## src/rtl/product_bcd_converter_pkg.sv

```systemverilog
// Shared types and constants for the signed-product-to-BCD converter.
// Holds the FSM state enum, digit constants and the step-counter width helper.
package product_bcd_converter_pkg;

  typedef enum logic {
    IDLE  = 1'b0,
    SHIFT = 1'b1
  } state_t;

  localparam int         BCD_DIGITS         = 3;
  localparam logic [3:0] BCD_ADD3_THRESHOLD = 4'd5;

  // Counter must reach WIDTH, so it needs clog2(WIDTH+1) bits.
  function automatic int cnt_width(input int width);
    return $clog2(width + 1);
  endfunction

endpackage

```

## src/rtl/product_bcd_converter_bcd_add3.sv

```systemverilog
// Combinational double-dabble digit corrector: adds 3 to any digit of 5 or more
// so that the following left shift carries correctly into the next decade.
module bcd_add3
  import product_bcd_converter_pkg::*;
(
  input  logic [3:0] digit,
  output logic [3:0] corrected
);

  assign corrected = (digit >= BCD_ADD3_THRESHOLD) ? digit + 4'd3 : digit;

endmodule

```

## src/rtl/product_bcd_converter.sv

```systemverilog
// Iterative signed-binary to 3-digit BCD converter (shift-add-3), one bit per cycle.
// Optional macro BCD_EDGE_START_EN makes start rising-edge triggered instead of level.
module product_bcd_converter
  import product_bcd_converter_pkg::*;
#(
  parameter int WIDTH = 8
) (
  input  logic                      clk,
  input  logic                      rst,
  input  logic                      start,
  input  logic signed [WIDTH-1:0]   product,
  output logic                      busy,
  output logic                      valid,
  output logic                      sign,
  output logic [4*BCD_DIGITS-1:0]   bcd
);

  localparam int CNT_W = cnt_width(WIDTH);
  localparam int BCD_W = 4 * BCD_DIGITS;

  state_t             state_q, state_d;
  logic [CNT_W-1:0]   cnt_q;
  logic [WIDTH-1:0]   mag_q, mag_next;
  logic [BCD_W-1:0]   digits_q, digits_corr, digits_next;
  logic               neg_q;
  logic               start_req, accept, last_step;

  // Widen by one bit so the most negative product negates to a positive magnitude.
  function automatic logic [WIDTH-1:0] magnitude(input logic signed [WIDTH-1:0] p);
    logic signed [WIDTH:0] wide;
    wide = (WIDTH+1)'(p);
    if (wide < 0) wide = -wide;
    return wide[WIDTH-1:0];
  endfunction

`ifdef BCD_EDGE_START_EN
  logic start_prev_q;
  always_ff @(posedge clk or negedge rst) begin
    if (!rst) start_prev_q <= 1'b0;
    else      start_prev_q <= start;
  end
  assign start_req = start & ~start_prev_q;
`else
  assign start_req = start;
`endif

  assign accept    = (state_q == IDLE) && start_req;
  assign last_step = (cnt_q == CNT_W'(WIDTH - 1));

  for (genvar g = 0; g < BCD_DIGITS; g++) begin : g_add3
    bcd_add3 u_add3 (
      .digit     (digits_q[4*g +: 4]),
      .corrected (digits_corr[4*g +: 4])
    );
  end

  assign {digits_next, mag_next} = {digits_corr[BCD_W-2:0], mag_q, 1'b0};

  always_ff @(posedge clk or negedge rst) begin
    if (!rst) state_q <= IDLE;
    else      state_q <= state_d;
  end

  always_comb begin
    state_d = state_q;
    case (state_q)
      IDLE:    if (accept)    state_d = SHIFT;
      SHIFT:   if (last_step) state_d = IDLE;
      default:                state_d = IDLE;
    endcase
  end

  always_comb begin
    busy = (state_q == SHIFT);
  end

  always_ff @(posedge clk or negedge rst) begin
    if (!rst) begin
      cnt_q    <= '0;
      mag_q    <= '0;
      digits_q <= '0;
      neg_q    <= 1'b0;
      valid    <= 1'b0;
      sign     <= 1'b0;
      bcd      <= '0;
    end else if (accept) begin
      mag_q    <= magnitude(product);
      neg_q    <= product[WIDTH-1];
      digits_q <= '0;
      cnt_q    <= '0;
      valid    <= 1'b0;
    end else if (state_q == SHIFT) begin
      digits_q <= digits_next;
      mag_q    <= mag_next;
      cnt_q    <= cnt_q + CNT_W'(1);
      // Outputs only move on completion so the display never sees partial digits.
      if (last_step) begin
        bcd   <= digits_next;
        sign  <= neg_q;
        valid <= 1'b1;
      end
    end
  end

endmodule

```

## config.mk

```make
export PLATFORM = sky130hd
export DESIGN_NAME = product_bcd_converter
export DESIGN_NICKNAME = d
export VERILOG_FILES = /design/src/rtl/product_bcd_converter_pkg.sv /design/src/rtl/product_bcd_converter_bcd_add3.sv /design/src/rtl/product_bcd_converter.sv
export SDC_FILE = /design/constraint.sdc
export NUM_CORES = 1
export LEC_CHECK = 0
export ABC_CLOCK_PERIOD_IN_PS = 2920
export CORE_ASPECT_RATIO = 1.75
export CORE_MARGIN = 4
export CORE_UTILIZATION = 30
export CTS_CLUSTER_SIZE = 20
export DETAILED_ROUTE_END_ITERATION = 7
export SETUP_SLACK_MARGIN = 0.15
export SLEW_MARGIN = 20
export SYNTH_ARGS = -nofsm -noshare
export SYNTH_HDL_FRONTEND = slang
export SYNTH_SLANG_ARGS = --single-unit
```

## constraint.sdc

```tcl
create_clock -name clk -period 2.92 [get_ports clk]
set_input_delay 0.584 -clock clk [delete_from_list [all_inputs] [get_ports clk]]
set_output_delay 0.584 -clock clk [all_outputs]
set_load 0.02 [all_outputs]
```

### Yosys cells after proc, flatten, opt, wreduce, memory -nomap -nowiden

Index checks and enable logic that the tools add are counted.

| operators by class | value |
|---|---|
| $add $sub $neg | 5 |
| magnitude comparators | 4 |
| equal/unequal tests | 1 |
| mux-type cells | 16 |
| bitwise operators | 2 |
| reductions and logical operators | 5 |

Operators by type and width:

| kind | count |
|---|---|
| two-way mux 12 bit | 2 |
| two-way mux 8 bit | 3 |
| two-way mux 4 bit | 4 |
| greater-or-equal comparator 4 x 3 -> 1 bit (second input constant) | 3 |
| adder 4 x 2 -> 4 bit (second input constant) | 2 |
| less-than comparator 8 x 1 -> 1 bit (second input constant) | 1 |
| negation 8 bit | 1 |
| two-way mux 1 bit | 5 |
| adder 4 x 1 -> 4 bit (second input constant) | 1 |
| == test 4 x 3 -> 1 bit (second input constant) | 1 |
| nonzero test 2 bit | 2 |
| adder 3 x 2 -> 3 bit (second input constant) | 1 |
| two-way mux 3 bit | 1 |
| AND reduction 3 bit | 1 |
| NOT 1 bit | 2 |
| case mux 1 bit (2 select lines) | 1 |
| AND reduction 2 bit | 1 |
| logical AND 1 bit | 1 |

| word-level totals | value |
|---|---|
| register bits | 40 |
| output and inout port bits | 15 |

### Logic depth before layout (Yosys ltp)

Gate-level depths: netlist of run 1.

| logic depth | value |
|---|---|
| depth in word-level cells | 4 |
| mapped depth | 6 |
| gate-level depth less buffers | 6 |

### Cells and area by module

Synthesis of run 1 repeated with hierarchy kept, for this count alone.

| unflattened totals | value |
|---|---|
| cell total of the unflattened synthesis | 185 |
| area total of the unflattened synthesis | 2074.5 um^2 |

Modules (own cells, without submodules):

| module | instances | cells an instance | area an instance (um^2) | sequential area each (um^2) |
|---|---|---|---|---|
| product_bcd_converter | 1 | 137 | 1770.4 | 1001.0 |
| bcd_add3 | 3 | 16 | 101.3 | 0.0 |

### Worst setup path after synthesis of run 1

No wires, ideal clock.

| path | value |
|---|---|
| path type | flip-flop to flip-flop |
| start point | register digits_q[0] |
| end point | register bcd[2] |
| library setup time | 78 ps |
| arrival time | 1436 ps |
| path slack | 1406 ps |
| stages on the path, launching flop included | 7 |
| path buffers | 0 |
| period minus slack after synthesis | 1514 ps |
| cell sequence | dfrtp_1 -> inv_1 -> ha_1 -> nand2b_1 -> a21oi_1 -> mux2_2 -> o21ai_1 |

| on the way | value |
|---|---|
| word-level cells in the longest chain between the ends | 2 |
| elaborated cells between the ends (all ways) | 3 |
| classes of those cells | 1 x add/sub; 1 x order compare; 1 x mux |

RTL lines:

| element | RTL line | text |
|---|---|---|
| start: declaration | product_bcd_converter.sv:24 | `logic [BCD_W-1:0] digits_q, digits_corr, digits_next;` |
| start signal: assignment | product_bcd_converter.sv:93 | `digits_q <= digits_next;` |
| adder 4 x 2 -> 4 bit / greater-or-equal comparator 4 x 3 -> 1 bit (equally long branches) | product_bcd_converter_bcd_add3.sv:10 | `assign corrected = (digit >= BCD_ADD3_THRESHOLD) ? digit + 4'd3 : digit;` |
| two-way mux 4 bit (*) | product_bcd_converter_bcd_add3.sv:10 |  |
| end signal: assignment | product_bcd_converter.sv:98 | `bcd <= digits_next;` |
| end: declaration | product_bcd_converter.sv:15 | `output logic [4*BCD_DIGITS-1:0] bcd` |

Mark *: on every way between the ends. The rest lies on a longest branch, timed or not.
A chain may end at the register's enable or synchronous reset.

### Final worst setup path of run 1

| path | value |
|---|---|
| start point | register state_q (netlist: busy) |
| end point | output busy |

RTL lines:

| element | RTL line | text |
|---|---|---|
| start: declaration | product_bcd_converter.sv:21 | `state_t state_q, state_d;` |
| start signal: assignment | product_bcd_converter.sv:61 | `else state_q <= state_d;` |
| end: declaration | product_bcd_converter.sv:12 | `output logic busy,` |

No word-level cell between the ends.

==> impl_metrics.toml, run 1 <==
[floorplan]
die_h_um = 116
start_util_pct = 30.7
core-area_mm2 = 0.00649
row_count = 39
ios = 26
die_w_um = 69.6
die_area_mm2 = 0.00806

[run]
cap_violations = 0

[synthesis]
seq_area_frac_synth_pct = 50.3
synth_flop_cell = "dfrtp_1"
ys_ff_latch = 40
synth_top_cells_by_area = "dfrtp_1, o21ai_1, ha_1, nand2_1, xnor2_1"
synth_area_per_cell_um2 = 9.91
synth_cells = 201
ys_types = 39
synth_area_mm2 = 0.00199
synth_top_area_share_pct = 50.3
synth.most_common_cell = "dfrtp_1"
async_flop_share_pct = 100
syn_nets = 220
yosys.area.top_type = "dfrtp_1"
synthTopCellsByCount = "dfrtp_1, o21ai_1, nand2_1"
synth_edf_count = 0
ys_warn_count = 0

[final_layout]
nets = 246
synthToLayoutAreaGrowth_pct = 23.4
layout-drive-gt1-share_pct = 9.25
diodes = 0

[status]
outcome = "finished clean"

[sta]
max_freq_mhz = 494
slew_headroom_pct = 39.8
tightest_slew_ns = 0.903
post-route-min-period_ns = 2.02
slew_viol_final = 0
tns_ns = 0
fin_ws_ns = 0.895
rsz0062_at_grt = "no"
fin_crit_sh_pct = 69.3
final_hold_viol_count = 0
setup_viol = 0
skew_ns = 0.00231

[drt]
finalWirelength_um = 4020
wl_per_cell_um = 13.0
vias = 1513
antenna_left = 0
viasPerCell = 4.90
drtPass1Iterations = 4
drt-initial-drc-count = 30
drc = 0

[clocking]
clk_pin_slew_ns = 0.05
cts_max_path_buffers = 2
postCtsSetupBuffers = 0
cts-hold-fix-buffers = 0
cts_sinks = 40
cts_made_buffers = 5
clk_latency_ns = 0.28
clock-root-buffer = "clkbuf_16"
htree_num_levels = 2
tritoncts = "yes"
cts_resized = 0

[global_route]
grt_pass1_vias = 1551
grt.overflow.total = 0
antenna_found_initial = 0
gr-usage-all-layers_pct = 10.9
grt_pass1_wl_um = 7040
grt_max_degree = 41

[placement]
dpl.hpwl_um = 3010
place_congestion = 0.773
portBuffers = 25
post-place-ws_ns = 0.841

[worst_setup_path]
crit_buf_inv = 1
cp-end-kind = "primary output"
cpMaxStageDelayCell = "clkdlybuf4s50_1"
critPathLaunchType = "flop"
r2r_setup_slack_ns = 1.25
worstPathCellList = "clkdlybuf4s50_1"
worstPathRequired_ns = 2.34
max_stage_delay_ns = 0.66
crit_family = "buffers and inverters"
critPathArrivalTime_ns = 1.44
path_class = "reg -> out"
crit_fanout = 8

[min_path]
worstHoldPathType = "in -> async"

[power]
peakVddDrop_mv = 0.322
powerDensity_mw_per_mm2 = 1090
leakagePower_nw = 1.06
## state kept, by name, summed over array words and instances, names as in the netlist
name,flops
bcd,12
cnt_q,4
digits_q,12
valid,1
busy,1
neg_q,1
sign,1
mag_q,8
## where the power goes
group | internal (W) | total, W | switching (W)
clock network | 0.000310 | 0.000508 | 0.000198
registers | 0.000803 | 0.000988 | 0.000185
logic | 0.000553 | 0.00119 | 0.000641
total | 0.00167 | 0.00269 | 0.00102
## per-stage QoR
step           std cells  utilization [%]  cell area [um^2]  total power [W]  hold slack [ns]
2_1_floorplan        201                -              1990          0.00181            0.288
3_3_place_gp         302             35.8              2320          0.00219            0.467
3_5_place_dp         302             35.8              2320          0.00222            0.476
4_1_cts              309             37.9              2460          0.00274            0.467
5_1_grt              309             37.9              2460          0.00292            0.504
6_report             309             37.9              2460          0.00269            0.428
## per-layer routing
layer	GRT usage (%)	vias up	part of all wire (%)	wire length, um
met5	0	-	0	0
met4	6.39	0	2.7	109
met3	1.91	6	2.9	115
met2	20.7	26	54	2190
met1	11.0	729	40	1610
li1	-	752	-	-
## worst reg2reg max path: stages, from the launching register on
cell	delay (ns)
dfrtp_1	0.39
inv_1	0.12
ha_1	0.25
nand2b_1	0.09
a21oi_1	0.24
mux2_2	0.38
o21ai_1	0.13
## area by class of cell
type                            instances  area [um^2]
Clock buffer                            6          129
Clock inverter                          1         5.00
Sequential cell                        40         1000
Multi-Input combinational cell        141          907
Fill cell                             681         4030
Inverter                               10         37.5
Timing Repair Buffer                   29          275
Tap cell                               82          103
## kinds of logic after synthesis
family,count (synthesis),share of synthesized area (%)
buffers and inverters,20,4.21
flip-flops,40,50.3
AND/OR/NAND/NOR,62,16.7
adder cells (fa/ha/maj),8,5.03
XOR/XNOR,8,3.52
AO/OA/AOI/OAI,54,15.4
multiplexers,9,4.90
## final timing paths
path                       cells after the start                     from                 endpoint
setup / recovery                               1           busy$_DFF_PN0_                     busy
hold / removal                                 1                      rst        valid$_DFFE_PN0P_
setup reg to reg                               6  digits_q[0]$_DFFE_PN0P_  digits_q[2]$_DFFE_PN0P_
hold reg to reg                                2       bcd[8]$_DFFE_PN0P_       bcd[8]$_DFFE_PN0P_
max in group asynchronous                      1                      rst     mag_q[2]$_DFFE_PN0P_
min in group clk                               2       bcd[8]$_DFFE_PN0P_       bcd[8]$_DFFE_PN0P_
## layout by cell type (no fill, tap or decap), drive strengths merged, types with 3 or more instances in the layout
| master | count |
|---|---|
| nand3 | 5 |
| clkdlybuf4s50 | 24 |
| nor3b | 5 |
| nand2b | 5 |
| inv | 10 |
| nand2 | 25 |
| buf | 5 |
| or3 | 6 |
| a22oi | 4 |
| clkbuf | 6 |
| dfrtp | 40 |
| a21oi | 9 |
| mux2 | 6 |
| mux2i | 3 |
| xnor2 | 6 |
| o21ai | 33 |
| ha | 8 |
| nor2 | 4 |
| nor3 | 3 |
Note: power is estimated with default switching activity, not from simulation.
==> inputs of run 2 (changes only) <==
--- a/config.mk
+++ b/config.mk
@@ -5,7 +5,7 @@
 export SDC_FILE = /design/constraint.sdc
 export NUM_CORES = 1
 export LEC_CHECK = 0
-export ABC_CLOCK_PERIOD_IN_PS = 2920
+export ABC_CLOCK_PERIOD_IN_PS = 1700
 export CORE_ASPECT_RATIO = 1.75
 export CORE_MARGIN = 4
 export CORE_UTILIZATION = 30
==> constraint.sdc (replaced) <==
create_clock -name clk -period 1.7 [get_ports clk]
set_input_delay 0.34 -clock clk [delete_from_list [all_inputs] [get_ports clk]]
set_output_delay 0.34 -clock clk [all_outputs]
set_load 0.02 [all_outputs]
==> run 2 against run 1 <==
  * Hold slack worse by 0.32 ns
  * Clock-buffer cell count unchanged
  * Critical path depth rose by 5
  * Largest cell class unchanged
  * Clock power rose by 83%
  * Global-route usage increased by 0.26 points
  * Final cell count rose by 7.1%
  * Design area up 7.8%
  * Non-clock buffer count is 21 higher
  * Clock skew rose by 0.0028 ns
  * Power increased by 81%
  * Core utilization increased by 3.0 points
==> impl_metrics.toml, run 2 (synthesized netlist as in run 1, its figures left out) <==
[final_layout]
multi_input_area_um2 = 943
top_regs = "bcd x12, digits_q x12, mag_q x8"
layout-drive-gt1-share_pct = 21.3
fillCellCount = 655
synthToLayoutAreaGrowth_pct = 33.0
stdcell_area_mm2 = 0.00265
seq_area_mm2 = 0.00100
layout_common_cells = "dfrtp_1, o21ai_1, nand2_1, buf_4, dlygate4sd2_1"
layout_commonest_cell = "dfrtp_1"
nets = 267
diodes = 0

[clocking]
htree_num_levels = 2
cts_made_buffers = 5
clk_pin_slew_ns = 0.06
cts_max_path_buffers = 2
clock-root-buffer = "clkbuf_16"
clk_latency_ns = 0.28
tritoncts = "yes"
cts_sinks = 40

[placement]
portBuffers = 25
dpl-instance-area_mm2 = 0.00246
place_congestion = 0.788
dpl.hpwl_um = 3220
post-place-ws_ns = -0.122

[global_route]
grt_max_degree = 41
grt_pass1_vias = 1615
gr-usage-all-layers_pct = 11.2
grt_pass1_wl_um = 7140
grt.overflow.total = 0
antenna_found_initial = 0

[drt]
drc = 0
antenna_left = 0
viasPerCell = 4.82
finalWirelength_um = 4240
drt-initial-drc-count = 39
vias = 1594
drtPass1Iterations = 4
wl_per_cell_um = 12.8

[worst_setup_path]
cp-end-kind = "flop"
crit_fanout = 4
r2r_setup_slack_ns = 0.20
critPathLaunchType = "flop"
worstPathRequired_ns = 1.91
path_class = "reg -> reg"
startpoint = "digits_q[1]$_DFFE_PN0P_"
regToRegStartpoint = "digits_q[1]$_DFFE_PN0P_"
critPathArrivalTime_ns = 1.71

[sta]
slew_headroom_pct = 66.7
post-route-min-period_ns = 1.50
max_freq_mhz = 666
rsz0062_at_grt = "yes"
skew_ns = 0.00513
fin_crit_sh_pct = 88.3
setup_viol = 0
fin_ws_ns = 0.199
final_hold_viol_count = 0
slew_viol_final = 0
tightest_slew_ns = 0.499
fin_hold_ws_ns = 0.108

[floorplan]
start_util_pct = 30.7
core-area_mm2 = 0.00649
die_w_um = 69.6
die_area_mm2 = 0.00806
die_h_um = 116
ios = 26
row_count = 39

[power]
peakVddDrop_mv = 0.628
powerDensity_mw_per_mm2 = 1840
leakagePower_nw = 1.22

[status]
outcome = "finished clean"

[min_path]
worstHoldPathType = "in -> async"

[run]
cap_violations = 0
==> run 2: what timing repair did <==
action                                  CTS  global route
hold buffers                              0             0
endpoints found under the setup margin   24             9
pin swaps                                 0             3
resized for setup                        21             6
buffers inserted                          0             3
==> run 2: per-layer routing <==
metal	GRT usage (%)	part of all wire (%)	up-vias
li1	-	-	805
met2	22.8	56	24
met1	10.3	39	755
met5	0	0	-
met4	5.48	2.2	0
met3	2.17	3.3	10
==> run 2: worst max-delay path: stages, from the launching register on <==
cell,delay (ns)
dfrtp_1,0.38
inv_1,0.11
ha_1,0.19
nand2b_1,0.09
a21oi_2,0.17
mux2_2,0.38
o21ai_1,0.11
==> run 2: final timing paths <==
check | endpoint | depth (start not counted)
worst min register to register | bcd[7]$_DFFE_PN0P_ | 2
worst max register to register | digits_q[2]$_DFFE_PN0P_ | 6
worst min-delay path | mag_q[3]$_DFFE_PN0P_ | 2
worst max-delay path | digits_q[2]$_DFFE_PN0P_ | 6
max in group asynchronous | bcd[3]$_DFFE_PN0P_ | 2
min in group clk | bcd[7]$_DFFE_PN0P_ | 2
==> run 2: report_power, final <==
group	leakage, nW	internal [W]	switching (W)	total (W)
Combinational	0.639	0.00105	0.00120	0.00225
Clock	0.0766	0.000578	0.000353	0.000930
Sequential	0.506	0.00138	0.000324	0.00170
==> run 2: layout make-up <==
class                      count  share of cell area, %
multi-input combinational    141                   35.6
clock buffer                   6                   5.24
sequential                    40                   37.8
inverter                      10                   1.42
tap                           82                   3.87
timing repair buffer          50                   15.7
clock inverter                 2                  0.378
==> run 2: stage by stage <==
| stage | util (%) | std cells | total power (W) | setup TNS [ns] |
|---|---|---|---|---|
| after floorplan | - | 201 | 0.00311 | 0 |
| after global placement | 37.9 | 320 | 0.00385 | -0.603 |
| after detailed placement | 37.9 | 320 | 0.00393 | -0.648 |
| after CTS | 40.1 | 328 | 0.00481 | 0 |
| after global routing | 40.8 | 331 | 0.00526 | 0 |
| final | 40.8 | 331 | 0.00488 | 0 |
